$ cat src/rtl/aes_pkg.sv
`default_nettype none
// ============================================================================
// aes_pkg : key-length encoding, schedule lookups, Rcon and S-box helpers
// Rev 1.0
// ============================================================================
package aes_pkg;

  typedef enum logic [1:0] {
    KL_128 = 2'b00,
    KL_192 = 2'b01,
    KL_256 = 2'b10,
    KL_BAD = 2'b11
  } key_len_e;

  typedef enum logic [1:0] {
    ST_IDLE = 2'd0,
    ST_PRE  = 2'd1,
    ST_FWD  = 2'd2,
    ST_REV  = 2'd3
  } ks_state_e;

  // x^254 is the multiplicative inverse in GF(2^8), with 0 mapping to 0
  localparam logic [7:0] C_INV_EXP = 8'hFE;

  function automatic logic [3:0] nk_of(logic [1:0] len);
    case (len)
      KL_128:  return 4'd4;
      KL_192:  return 4'd6;
      default: return 4'd8;
    endcase
  endfunction

  function automatic logic [3:0] nr_of(logic [1:0] len);
    case (len)
      KL_128:  return 4'd10;
      KL_192:  return 4'd12;
      default: return 4'd14;
    endcase
  endfunction

  function automatic logic [5:0] tw_of(logic [1:0] len);
    case (len)
      KL_128:  return 6'd44;
      KL_192:  return 6'd52;
      default: return 6'd60;
    endcase
  endfunction

  function automatic logic len_legal(logic [1:0] len, int max_bits);
    return (len != KL_BAD) && ((32 * int'(nk_of(len))) <= max_bits);
  endfunction

  function automatic logic [7:0] rcon(logic [5:0] q);
    case (q)
      6'd1:    return 8'h01;
      6'd2:    return 8'h02;
      6'd3:    return 8'h04;
      6'd4:    return 8'h08;
      6'd5:    return 8'h10;
      6'd6:    return 8'h20;
      6'd7:    return 8'h40;
      6'd8:    return 8'h80;
      6'd9:    return 8'h1b;
      6'd10:   return 8'h36;
      default: return 8'h00;
    endcase
  endfunction

  function automatic logic [7:0] gf_mul(logic [7:0] a, logic [7:0] b);
    logic [7:0] p;
    logic [7:0] x;
    p = 8'h00;
    x = a;
    for (int k = 0; k < 8; k++) begin
      if (b[k]) p = p ^ x;
      x = {x[6:0], 1'b0} ^ (x[7] ? 8'h1b : 8'h00);
    end
    return p;
  endfunction

  function automatic logic [7:0] sbox(logic [7:0] x);
    logic [7:0] inv;
    logic [7:0] b;
    inv = 8'h01;
    b   = x;
    for (int k = 0; k < 8; k++) begin
      if (C_INV_EXP[k]) inv = gf_mul(inv, b);
      b = gf_mul(b, b);
    end
    return inv ^ {inv[6:0], inv[7]} ^ {inv[5:0], inv[7:6]} ^
           {inv[4:0], inv[7:5]} ^ {inv[3:0], inv[7:4]} ^ 8'h63;
  endfunction

  function automatic logic [31:0] sub_word(logic [31:0] x);
    return {sbox(x[31:24]), sbox(x[23:16]), sbox(x[15:8]), sbox(x[7:0])};
  endfunction

endpackage
`default_nettype wire

$ cat src/rtl/aes_ks_word_fn.sv
`default_nettype none
// ============================================================================
// aes_ks_word_fn : combinational key-schedule word transform f(x, i, Nk)
// Rev 1.0
// ============================================================================
module aes_ks_word_fn
  import aes_pkg::*;
(
  input  logic [31:0] i_x,
  input  logic [5:0]  i_idx,
  input  logic [3:0]  i_nk,
  output logic [31:0] o_y
);

  logic [5:0] w_q;
  logic [5:0] w_m;

  always_comb begin
    w_q = 6'd0;
    w_m = 6'd0;
    o_y = i_x;
    case (i_nk)
      4'd4:    w_q = i_idx >> 2;
      4'd6:    w_q = i_idx / 6'd6;
      default: w_q = i_idx >> 3;
    endcase
    w_m = i_idx - (w_q * {2'b00, i_nk});
    if (w_m == 6'd0) begin
      o_y = sub_word({i_x[23:0], i_x[31:24]}) ^ {rcon(w_q), 24'h000000};
    end else if ((i_nk == 4'd8) && (w_m == 6'd4)) begin
      o_y = sub_word(i_x);
    end
  end

endmodule
`default_nettype wire

$ cat src/rtl/aes_key_sched_gen.sv
`default_nettype none
// ============================================================================
// aes_key_sched_gen : 128/192/256-bit AES key scheduler streaming round keys
//                     in ascending or descending round order
// Rev 1.0
// ============================================================================
module aes_key_sched_gen
  import aes_pkg::*;
#(
  parameter int MAX_KEY_BITS = 256
) (
  input  logic         clk,
  input  logic         rst_n,
  input  logic         i_load_valid,
  output logic         o_load_ready,
  input  logic [255:0] i_load_key,
  input  logic [1:0]   i_load_len,
  input  logic         i_load_dec,
  input  logic         i_flush,
  output logic         o_rk_valid,
  input  logic         i_rk_ready,
  output logic [127:0] o_rk_data,
  output logic [3:0]   o_rk_round,
  output logic         o_load_err
);

  localparam int DEPTH = MAX_KEY_BITS / 32;

  ks_state_e    r_state;
  ks_state_e    w_state_nxt;
  logic [31:0]  r_win [DEPTH];
  logic [31:0]  w_win_nxt [DEPTH];
  logic [3:0]   r_nk;
  logic [3:0]   r_nr;
  logic [5:0]   r_tw;
  logic [5:0]   r_j;
  logic [5:0]   r_cnt;
  logic [31:0]  r_acc [3];
  logic [1:0]   r_acc_n;
  logic [3:0]   r_rnd;
  logic         r_rk_valid;
  logic [127:0] r_rk_data;
  logic [3:0]   r_rk_round;
  logic         r_load_err;

  logic         w_load_ok;
  logic         w_len_ok;
  logic         w_start;
  logic         w_stall;
  logic         w_emit;
  logic         w_fwd_step;
  logic         w_rev_step;
  logic         w_rk_hs;
  logic         w_last;
  logic         w_pre_done;
  logic [31:0]  w_top;
  logic [31:0]  w_sec;
  logic [6:0]   w_sum7;
  logic [31:0]  w_fn_x;
  logic [5:0]   w_fn_idx;
  logic [31:0]  w_fn_y;
  logic         w_fwd_ok;
  logic         w_rev_ok;
  logic [31:0]  w_word;

  assign o_load_ready = (r_state == ST_IDLE);
  assign o_rk_valid   = r_rk_valid;
  assign o_rk_data    = r_rk_data;
  assign o_rk_round   = r_rk_round;
  assign o_load_err   = r_load_err;

  assign w_load_ok  = i_load_valid && (r_state == ST_IDLE) && !i_flush;
  assign w_len_ok   = len_legal(i_load_len, MAX_KEY_BITS);
  assign w_start    = w_load_ok && w_len_ok;
  assign w_stall    = r_rk_valid && !i_rk_ready;
  assign w_rk_hs    = r_rk_valid && i_rk_ready;
  assign w_emit     = ((r_state == ST_FWD) || (r_state == ST_REV)) && (r_cnt != r_tw) && !w_stall;
  assign w_fwd_step = (r_state == ST_PRE) || (w_emit && (r_state == ST_FWD));
  assign w_rev_step = w_emit && (r_state == ST_REV);
  assign w_last     = w_rk_hs && (r_cnt == r_tw);
  assign w_pre_done = (r_cnt == (r_tw - {2'b00, r_nk} - 6'd1));

  always_comb begin
    w_top = 32'h0;
    w_sec = 32'h0;
    for (int k = 0; k < DEPTH; k++) begin
      if (k == int'(r_nk) - 1) w_top = r_win[k];
      if (k == int'(r_nk) - 2) w_sec = r_win[k];
    end
  end

  // One transform instance serves both directions; only the taps differ
  assign w_sum7   = {1'b0, r_j} + {3'b000, r_nk};
  assign w_fn_x   = w_rev_step ? w_sec : w_top;
  assign w_fn_idx = w_rev_step ? 6'(w_sum7 - 7'd1) : w_sum7[5:0];
  assign w_fwd_ok = (w_sum7 < {1'b0, r_tw});
  assign w_rev_ok = (r_j != 6'd0);
  assign w_word   = (r_state == ST_FWD) ? r_win[0] : w_top;

  aes_ks_word_fn u_word_fn (
    .i_x   (w_fn_x),
    .i_idx (w_fn_idx),
    .i_nk  (r_nk),
    .o_y   (w_fn_y)
  );

  always_comb begin
    w_win_nxt = r_win;
    if (i_flush) begin
      for (int k = 0; k < DEPTH; k++) w_win_nxt[k] = 32'h0;
    end else if (w_start) begin
      for (int k = 0; k < DEPTH; k++)
        w_win_nxt[k] = (k < int'(nk_of(i_load_len))) ? i_load_key[255-32*k -: 32] : 32'h0;
    end else if (w_fwd_step) begin
      for (int k = 0; k < DEPTH - 1; k++)
        if (k < int'(r_nk) - 1) w_win_nxt[k] = r_win[k+1];
      for (int k = 0; k < DEPTH; k++)
        if (k == int'(r_nk) - 1) w_win_nxt[k] = w_fwd_ok ? (r_win[0] ^ w_fn_y) : 32'h0;
    end else if (w_rev_step) begin
      for (int k = 1; k < DEPTH; k++)
        if (k < int'(r_nk)) w_win_nxt[k] = r_win[k-1];
      w_win_nxt[0] = w_rev_ok ? (w_top ^ w_fn_y) : 32'h0;
    end
  end

  always_comb begin
    w_state_nxt = r_state;
    if (i_flush) begin
      w_state_nxt = ST_IDLE;
    end else begin
      case (r_state)
        ST_IDLE: if (w_start) w_state_nxt = i_load_dec ? ST_PRE : ST_FWD;
        ST_PRE:  if (w_pre_done) w_state_nxt = ST_REV;
        ST_FWD,
        ST_REV:  if (w_last) w_state_nxt = ST_IDLE;
        default: w_state_nxt = ST_IDLE;
      endcase
    end
  end

  always_ff @(posedge clk or negedge rst_n) begin
    if (!rst_n) r_state <= ST_IDLE;
    else        r_state <= w_state_nxt;
  end

  always_ff @(posedge clk or negedge rst_n) begin
    if (!rst_n) begin
      for (int k = 0; k < DEPTH; k++) r_win[k] <= 32'h0;
      for (int k = 0; k < 3; k++) r_acc[k] <= 32'h0;
      r_nk       <= 4'd0;
      r_nr       <= 4'd0;
      r_tw       <= 6'd0;
      r_j        <= 6'd0;
      r_cnt      <= 6'd0;
      r_acc_n    <= 2'd0;
      r_rnd      <= 4'd0;
      r_rk_valid <= 1'b0;
      r_rk_data  <= 128'h0;
      r_rk_round <= 4'd0;
      r_load_err <= 1'b0;
    end else begin
      r_win <= w_win_nxt;
      if (i_flush) begin
        r_j        <= 6'd0;
        r_cnt      <= 6'd0;
        r_acc_n    <= 2'd0;
        r_rk_valid <= 1'b0;
        r_rk_data  <= 128'h0;
        r_load_err <= 1'b0;
      end else begin
        r_load_err <= w_load_ok && !w_len_ok;
        if (w_start) begin
          r_nk    <= nk_of(i_load_len);
          r_nr    <= nr_of(i_load_len);
          r_tw    <= tw_of(i_load_len);
          r_j     <= 6'd0;
          r_cnt   <= 6'd0;
          r_acc_n <= 2'd0;
          r_rnd   <= i_load_dec ? nr_of(i_load_len) : 4'd0;
        end
        if (w_fwd_step) r_j <= r_j + 6'd1;
        if (w_rev_step && w_rev_ok) r_j <= r_j - 6'd1;
        if (r_state == ST_PRE) r_cnt <= w_pre_done ? 6'd0 : r_cnt + 6'd1;
        if (w_emit) r_cnt <= r_cnt + 6'd1;
        if (w_rk_hs) r_rk_valid <= 1'b0;
        // A consumed key frees the output, so the next word lands in the same cycle
        if (w_emit) begin
          if (r_acc_n == 2'd3) begin
            r_rk_valid <= 1'b1;
            r_rk_data  <= (r_state == ST_FWD) ? {r_acc[0], r_acc[1], r_acc[2], w_word}
                                              : {w_word, r_acc[2], r_acc[1], r_acc[0]};
            r_rk_round <= r_rnd;
            r_rnd      <= (r_state == ST_FWD) ? r_rnd + 4'd1 : r_rnd - 4'd1;
            r_acc_n    <= 2'd0;
          end else begin
            r_acc[r_acc_n] <= w_word;
            r_acc_n        <= r_acc_n + 2'd1;
          end
        end
      end
    end
  end

endmodule
`default_nettype wire

$ cat config.mk
export PLATFORM = sky130hd
export DESIGN_NAME = aes_key_sched_gen
export DESIGN_NICKNAME = d
export VERILOG_FILES = /design/src/rtl/aes_pkg.sv /design/src/rtl/aes_ks_word_fn.sv /design/src/rtl/aes_key_sched_gen.sv
export SDC_FILE = /design/constraint.sdc
export NUM_CORES = 2
export LEC_CHECK = 0
export CORE_ASPECT_RATIO = 1.75
export CORE_MARGIN = 3
export CORE_UTILIZATION = 62
export CTS_BUF_LIST = sky130_fd_sc_hd__clkbuf_16
export CTS_CLUSTER_SIZE = 24
export DETAILED_ROUTE_END_ITERATION = 16
export GPL_TIMING_DRIVEN = 0
export PLACE_DENSITY = 0.9
export SLEW_MARGIN = 20
export SYNTH_ARGS = -nofsm -noshare
export SYNTH_HDL_FRONTEND = slang
export SYNTH_SLANG_ARGS = --single-unit
$ cat constraint.sdc
create_clock -name clk -period 43.3 [get_ports clk]
set_input_delay 10.825 -clock clk [delete_from_list [all_inputs] [get_ports clk]]
set_output_delay 10.825 -clock clk [all_outputs]
set_load 0.02 [all_outputs]
==> results of run 1 <==
-- cell families after synthesis --
| group | Yosys count |
|---|---|
| compound gates | 3321 |
| xor+xnor | 2743 |
| fa+ha+maj | 75 |
| buf+inv | 1100 |
| flops | 512 |
| mux | 318 |
| simple gates | 4687 |
-- through the flow --
step           instances  instance area [um^2]  hold WS, ns  util (%)  setup WS (ns)
2_1_floorplan      12756                 95670       0.4569         -          15.10
3_3_place_gp       15167                102100       0.4870     66.62          8.389
3_5_place_dp       15175                102400       0.4931     66.77          8.126
4_1_cts            15258                103900       0.5090     67.78          8.709
-- cells in the mapped netlist (all sizes together), types with 24 or more instances --
master   instances  area [um^2]
ha              67        838.3
nor3           340         1767
inv            111        416.7
a32oi           46        410.4
o32ai           36        330.3
dfrtp          512        12810
o22ai          175         1114
or2             51        319.1
and3            81        506.7
a21oi          975         4962
xnor2         1873        18120
a31oi          131        844.6
mux2            62        698.2
buf            361         2171
nand2b          83        519.3
a22oi           85        648.1
a211oi         135         1071
o221ai          32        280.3
o31ai           88        690.7
nor2          1669         6325
a22o            63        554.3
xor3            34        815.8
o311ai          24        225.2
a21o            54        405.4
xnor3          300         6797
or3             55        344.1
nand3          357         1802
a311oi         126         1146
and2            87        549.3
nor4            98        638.1
o211ai         149         1139
a221oi          94        835.8
nand4           87        544.3
o2111ai         27        242.7
mux2i          247         2517
nand3b          24        180.2
o21a            30        225.2
o21ai          712         3578
nor2b           54        340.3
a211o           28        246.5
a2111oi         43        459.2
nand2         1616         6098
xor2           536         5115
clkbuf         609         2290
-- per-layer routing --
layer / GRT usage, % / GRT overflow
met5: 32.71 / 0
met4: 70.66 / 122
met3: 52.04 / 6
met2: 89.32 / 124
met1: 68.11 / 4
==> impl_metrics.sql, run 1 <==
INSERT INTO impl_metrics (metric_group, metric, value, unit) VALUES
('clocking', 'numClockSinks', '512', ''),
('run_status', 'error_message', '[ERROR GRT-0116] Global routing finished with congestion. Check the congestion regions in the DRC Viewer.', ''),
('yosys', 'yosys_warns', '0', ''),
('clocking', 'cts.root.buffer_cell', 'sky130_fd_sc_hd__clkbuf_16', ''),
('placement', 'globalplace.congestion', '1.295', ''),
('floorplanning', 'die_span_in_y', '525.7', 'um'),
('yosys', 'synth_top_family_by_area', 'XOR/XNOR gates', ''),
('yosys', 'netlist_instances', '12756', ''),
('clocking', 'htree_num_levels', '2', ''),
('yosys', 'post_synth_fa_ha_maj_area_fraction', '1.033', '%'),
('yosys', 'synth_nets', '13094', ''),
('global_routing', 'number_of_global_route_vias_before_repair', '116190', ''),
('global_routing', 'global_route.usage.total', '70.16', '%'),
('global_routing', 'grt_first_pass_wirelength', '828300', 'um'),
('placement', 'place_hpwl', '378400', 'um'),
('placement', 'portBuffers', '395', ''),
('yosys', 'ys_async_sr_fraction', '100.0', '%'),
('clocking', 'cts.path.max_buffers', '3', ''),
('clocking', 'cts_setup_buffers', '0', ''),
('run_status', 'result_of_the_run', 'did not finish', ''),
('yosys', 'syn_avg_cell_area', '7.500', 'um^2'),
('yosys', 'synth_enable_flop_cells', '0', ''),
('floorplanning', 'fp-row-count', '190', ''),
('yosys', 'synth_compound_area_share', '23.00', '%'),
('yosys', 'synth-xor-area-share', '32.24', '%'),
('yosys', 'synth-seq-cells', '512', ''),
('global_routing', 'maximum_number_of_pins_on_one_net_before_global_route_repair', '101', ''),
('yosys', 'synth.area.mux_share', '3.573', '%'),
('floorplanning', 'initial_core_util', '62.39', '%'),
('yosys', 'seq_area_frac_synth', '13.39', '%'),
('run_status', 'lastStage', '5_1_grt', ''),
('yosys', 'synthSimpleGateAreaFrac', '21.57', '%'),
('clocking', 'cts_hold_buffers', '0', ''),
('clocking', 'post_cts_resized', '0', ''),
('clocking', 'cts-buffers-inserted', '45', ''),
('yosys', 'synth_ff_type', 'sky130_fd_sc_hd__dfrtp_1', ''),
('floorplanning', 'die_w', '302.9', 'um'),
('yosys', 'netlist_area', '0.09567', 'mm^2'),
('global_routing', 'aggregate_global_routing_overflow', '256', ''),
('yosys', 'synthDistinctLibCells', '150', ''),
('floorplanning', 'floorplan.io_pins', '399', '');
==> run 2: changes to the inputs <==
Settings changed: CORE_ASPECT_RATIO 1.75 to not set, CORE_UTILIZATION 62 to 40, CTS_BUF_LIST sky130_fd_sc_hd__clkbuf_16 to not set, CTS_CLUSTER_SIZE 24 to not set, PLACE_DENSITY 0.9 to not set, PLACE_DENSITY_LB_ADDON set to 0.15.
==> impl_metrics.sql, run 2 <==
INSERT INTO impl_metrics (metric_group, metric, value, unit) VALUES
('timing', 'setup_tns', '0', 'ns'),
('run_status', 'result_of_the_run', 'finished, final reports clean', ''),
('yosys', 'yosys.cell_count.top_type', 'sky130_fd_sc_hd__xnor2_1', ''),
('floorplanning', 'die_w', '495.1', 'um'),
('timing', 'rsz0062_at_grt', 'no', ''),
('layout', 'nNetsFinal', '13567', ''),
('placement', 'place_hpwl', '392900', 'um'),
('clocking', 'cts.root.buffer_cell', 'sky130_fd_sc_hd__clkbuf_16', ''),
('layout', 'largest_register', 'r_win', ''),
('timing', 'worst_slew_pin_slew', '1.379', 'ns'),
('clocking', 'htree_num_levels', '2', ''),
('clocking', 'clk_pin_slew_worst_paths', '0.07', 'ns'),
('critical_path', 'crit_type', 'input port to flop', ''),
('clocking', 'cts_setup_buffers', '0', ''),
('detailed_routing', 'number_of_drc_markers_in_iteration_0', '13509', ''),
('critical_path', 'cpMostUsedCell', 'sky130_fd_sc_hd__xnor2_1', ''),
('critical_path', 'cp.required', '43.92', 'ns'),
('critical_path', 'crit_path_end_kind', 'flop', ''),
('layout', 'flow.area_growth_from_synthesis', '10.93', '%'),
('yosys', 'yosys_warns', '0', ''),
('floorplanning', 'die_area', '0.2451', 'mm^2'),
('floorplanning', 'initial_core_util', '40.45', '%'),
('critical_path', 'timing.critical_path.from_type', 'input port', ''),
('yosys', 'synth.top_cells.by_area', 'sky130_fd_sc_hd__xnor2_1, sky130_fd_sc_hd__dfrtp_1, sky130_fd_sc_hd__nor2_1, sky130_fd_sc_hd__xnor3_1, sky130_fd_sc_hd__nand2_1', ''),
('layout', 'fillers', '24187', ''),
('yosys', 'synth_nets', '13094', ''),
('critical_path', 'cp_slowest_cell', 'sky130_fd_sc_hd__a21oi_1', ''),
('global_routing', 'aggregate_global_routing_overflow', '0', ''),
('clocking', 'cts_hold_buffers', '0', ''),
('global_routing', 'global_route.usage.met1', '51.05', '%'),
('yosys', 'synth.largest_area_cell', 'sky130_fd_sc_hd__xnor2_1', ''),
('timing', 'timing.final.setup_violations', '0', ''),
('timing', 'timing.max_slew.rel_slack', '8.065', '%'),
('layout', 'final_layout_size_suffix_gt1_share', '7.632', '%'),
('yosys', 'synthDistinctLibCells', '150', ''),
('yosys', 'synth.top_cell.area_share', '15.51', '%'),
('critical_path', 'cpPeakStageDelay', '0.92', 'ns'),
('global_routing', 'maximum_number_of_pins_on_one_net_before_global_route_repair', '104', ''),
('yosys', 'netlist_area', '0.09567', 'mm^2'),
('detailed_routing', 'routed_len_inst', '30.16', 'um'),
('global_routing', 'grt_first_pass_wirelength', '703200', 'um'),
('timing', 'final_period_utilization', '82.87', '%'),
('detailed_routing', 'detail_route.drc_violations', '0', ''),
('clocking', 'worstSkewPairLatency', '0.71', 'ns'),
('detailed_routing', 'detailedRoute.firstPassIterationCount', '6', ''),
('critical_path', 'path_max_fanout', '10', ''),
('yosys', 'seq_area_frac_synth', '13.39', '%'),
('placement', 'globalplace.congestion', '1.111', ''),
('yosys', 'synth-seq-cells', '512', ''),
('layout', 'largest_register_ffs', '256', ''),
('layout', 'commonest_cells_after_routing_fill_and_taps_aside', 'sky130_fd_sc_hd__xnor2_1, sky130_fd_sc_hd__nor2_1, sky130_fd_sc_hd__nand2_1', ''),
('timing', 'timing.clock.skew', '0.05226', 'ns'),
('yosys', 'synth_ff_type', 'sky130_fd_sc_hd__dfrtp_1', ''),
('placement', 'portBuffers', '395', ''),
('placement', 'post_dp_cell_area', '0.1042', 'mm^2'),
('run', 'cap_viol_max_count', '0', ''),
('clocking', 'cts.path.max_buffers', '3', ''),
('detailed_routing', 'ant_nets', '0', ''),
('detailed_routing', 'drt-vias-per-instance', '6.378', ''),
('timing', 'final_period_minus_worst_setup_slack', '35.88', 'ns'),
('timing', 'final-max-slew-violation-count', '0', ''),
('hold_path', 'kind_of_path_behind_the_tightest_hold_check', 'flop to flop', ''),
('layout', 'finish.instance_area', '0.1061', 'mm^2'),
('global_routing', 'grt_antenna_before_repair', '29', ''),
('clocking', 'numClockSinks', '512', ''),
('clocking', 'post_cts_resized', '0', ''),
('global_routing', 'global_route.usage.total', '38.42', '%'),
('timing', 'whs', '0.5137', 'ns'),
('global_routing', 'number_of_global_route_vias_before_repair', '96782', ''),
('floorplanning', 'fp-row-count', '178', ''),
('yosys', 'synth_top_cells_by_count', 'sky130_fd_sc_hd__xnor2_1, sky130_fd_sc_hd__nor2_1, sky130_fd_sc_hd__nand2_1', ''),
('clocking', 'cts-buffers-inserted', '54', ''),
('floorplanning', 'die_span_in_y', '495.1', 'um'),
('global_routing', 'grtUsageMet2', '59.51', '%'),
('global_routing', 'global_route.usage.met3', '6.681', '%'),
('timing', 'timing.final.hold_violations', '0', ''),
('layout', 'layout_commonest_cell', 'sky130_fd_sc_hd__xnor2_1', ''),
('detailed_routing', 'finalWirelength', '495700', 'um'),
('yosys', 'synth_enable_flop_cells', '0', ''),
('yosys', 'ys_async_sr_fraction', '100.0', '%'),
('yosys', 'netlist_instances', '12756', ''),
('yosys', 'syn_avg_cell_area', '7.500', 'um^2'),
('timing', 'highest_clock_frequency_the_design_can_meet', '27.87', 'MHz'),
('floorplanning', 'core_area', '0.2365', 'mm^2'),
('critical_path', 'worst_ep_arrival_time', '36.51', 'ns'),
('floorplanning', 'floorplan.io_pins', '399', ''),
('clocking', 'cts_tree', 'built', ''),
('global_routing', 'grt_most_used_layer', 'met2', ''),
('detailed_routing', 'route.vias.total', '104835', '');
-- run 2: path summary, 6_finish.rpt --
path,startpoint,endpoint,slack (ns),cells past startpoint
setup / recovery,i_rk_ready,r_win[27]$_DFFE_PN0P_,7.42,74
hold reg to reg,r_acc[21]$_DFFE_PN0P_,r_acc[21]$_DFFE_PN0P_,0.51,2
setup reg to reg,r_nk[1]$_DFFE_PN0P_,r_win[27]$_DFFE_PN0P_,14.58,86
max in group asynchronous,rst_n,o_rk_data[39]$_DFFE_PN0P_,31.19,4
min in group asynchronous,rst_n,r_win[73]$_DFFE_PN0P_,10.12,1
hold / removal,r_acc[21]$_DFFE_PN0P_,r_acc[21]$_DFFE_PN0P_,0.51,2
-- run 2: worst max-delay path, delay by kind of cell --
family,cells,cell delay (ns)
compound gates,21,7.46
simple gates,19,5.25
fa+ha+maj,3,1.03
xor+xnor,17,6.59
buf+inv,12,4.26
mux,2,1.01
-- run 2: metrics by stage --
stage	worst slack, ns	cells	utilization [%]
after floorplan	15.10	12756	-
after global placement	7.429	16301	43.79
after detailed placement	7.623	16323	44.06
after CTS	8.167	16423	44.83
after global routing	6.349	16428	44.86
final	7.416	16438	44.87
-- run 2: kinds of logic after synthesis --
group                      count (synthesis)  share of synthesized area [%]
and+or+nand+nor                         4687                          21.57
AOI/OAI and AO/OA                       3321                          23.00
xor gates and xnor gates                2743                          32.24
buffers and inverters                   1100                          5.189
DFF                                      512                          13.39
muxes                                    318                          3.573
adders and majority gates                 75                          1.033
-- run 2: per-layer routing --
metal | routed length (um) | part of all wire (%)
met2 | 214300 | 43
met4 | 31820 | 6.4
met1 | 203100 | 41
met3 | 46350 | 9.3
met5 | 147 | 0.030
-- run 2: area by class of cell --
type                       count  area (um^2)  area share [%]
antenna                       15        37.54         0.03537
multi-input combinational  11144        78180           73.67
inverter                     127        478.0          0.4503
timing repair buffer         417         4332           4.081
clock buffer                  69         1468           1.383
sequential                   512        12810           12.07
tap                         3150         3941           3.714
clock inverter                31        365.4          0.3442
buffer                       973         4514           4.254
Power of run 2 is left out: the tool's default activity adds up to more than one toggle a clock period on the data nets, which glitch-free logic cannot reach.
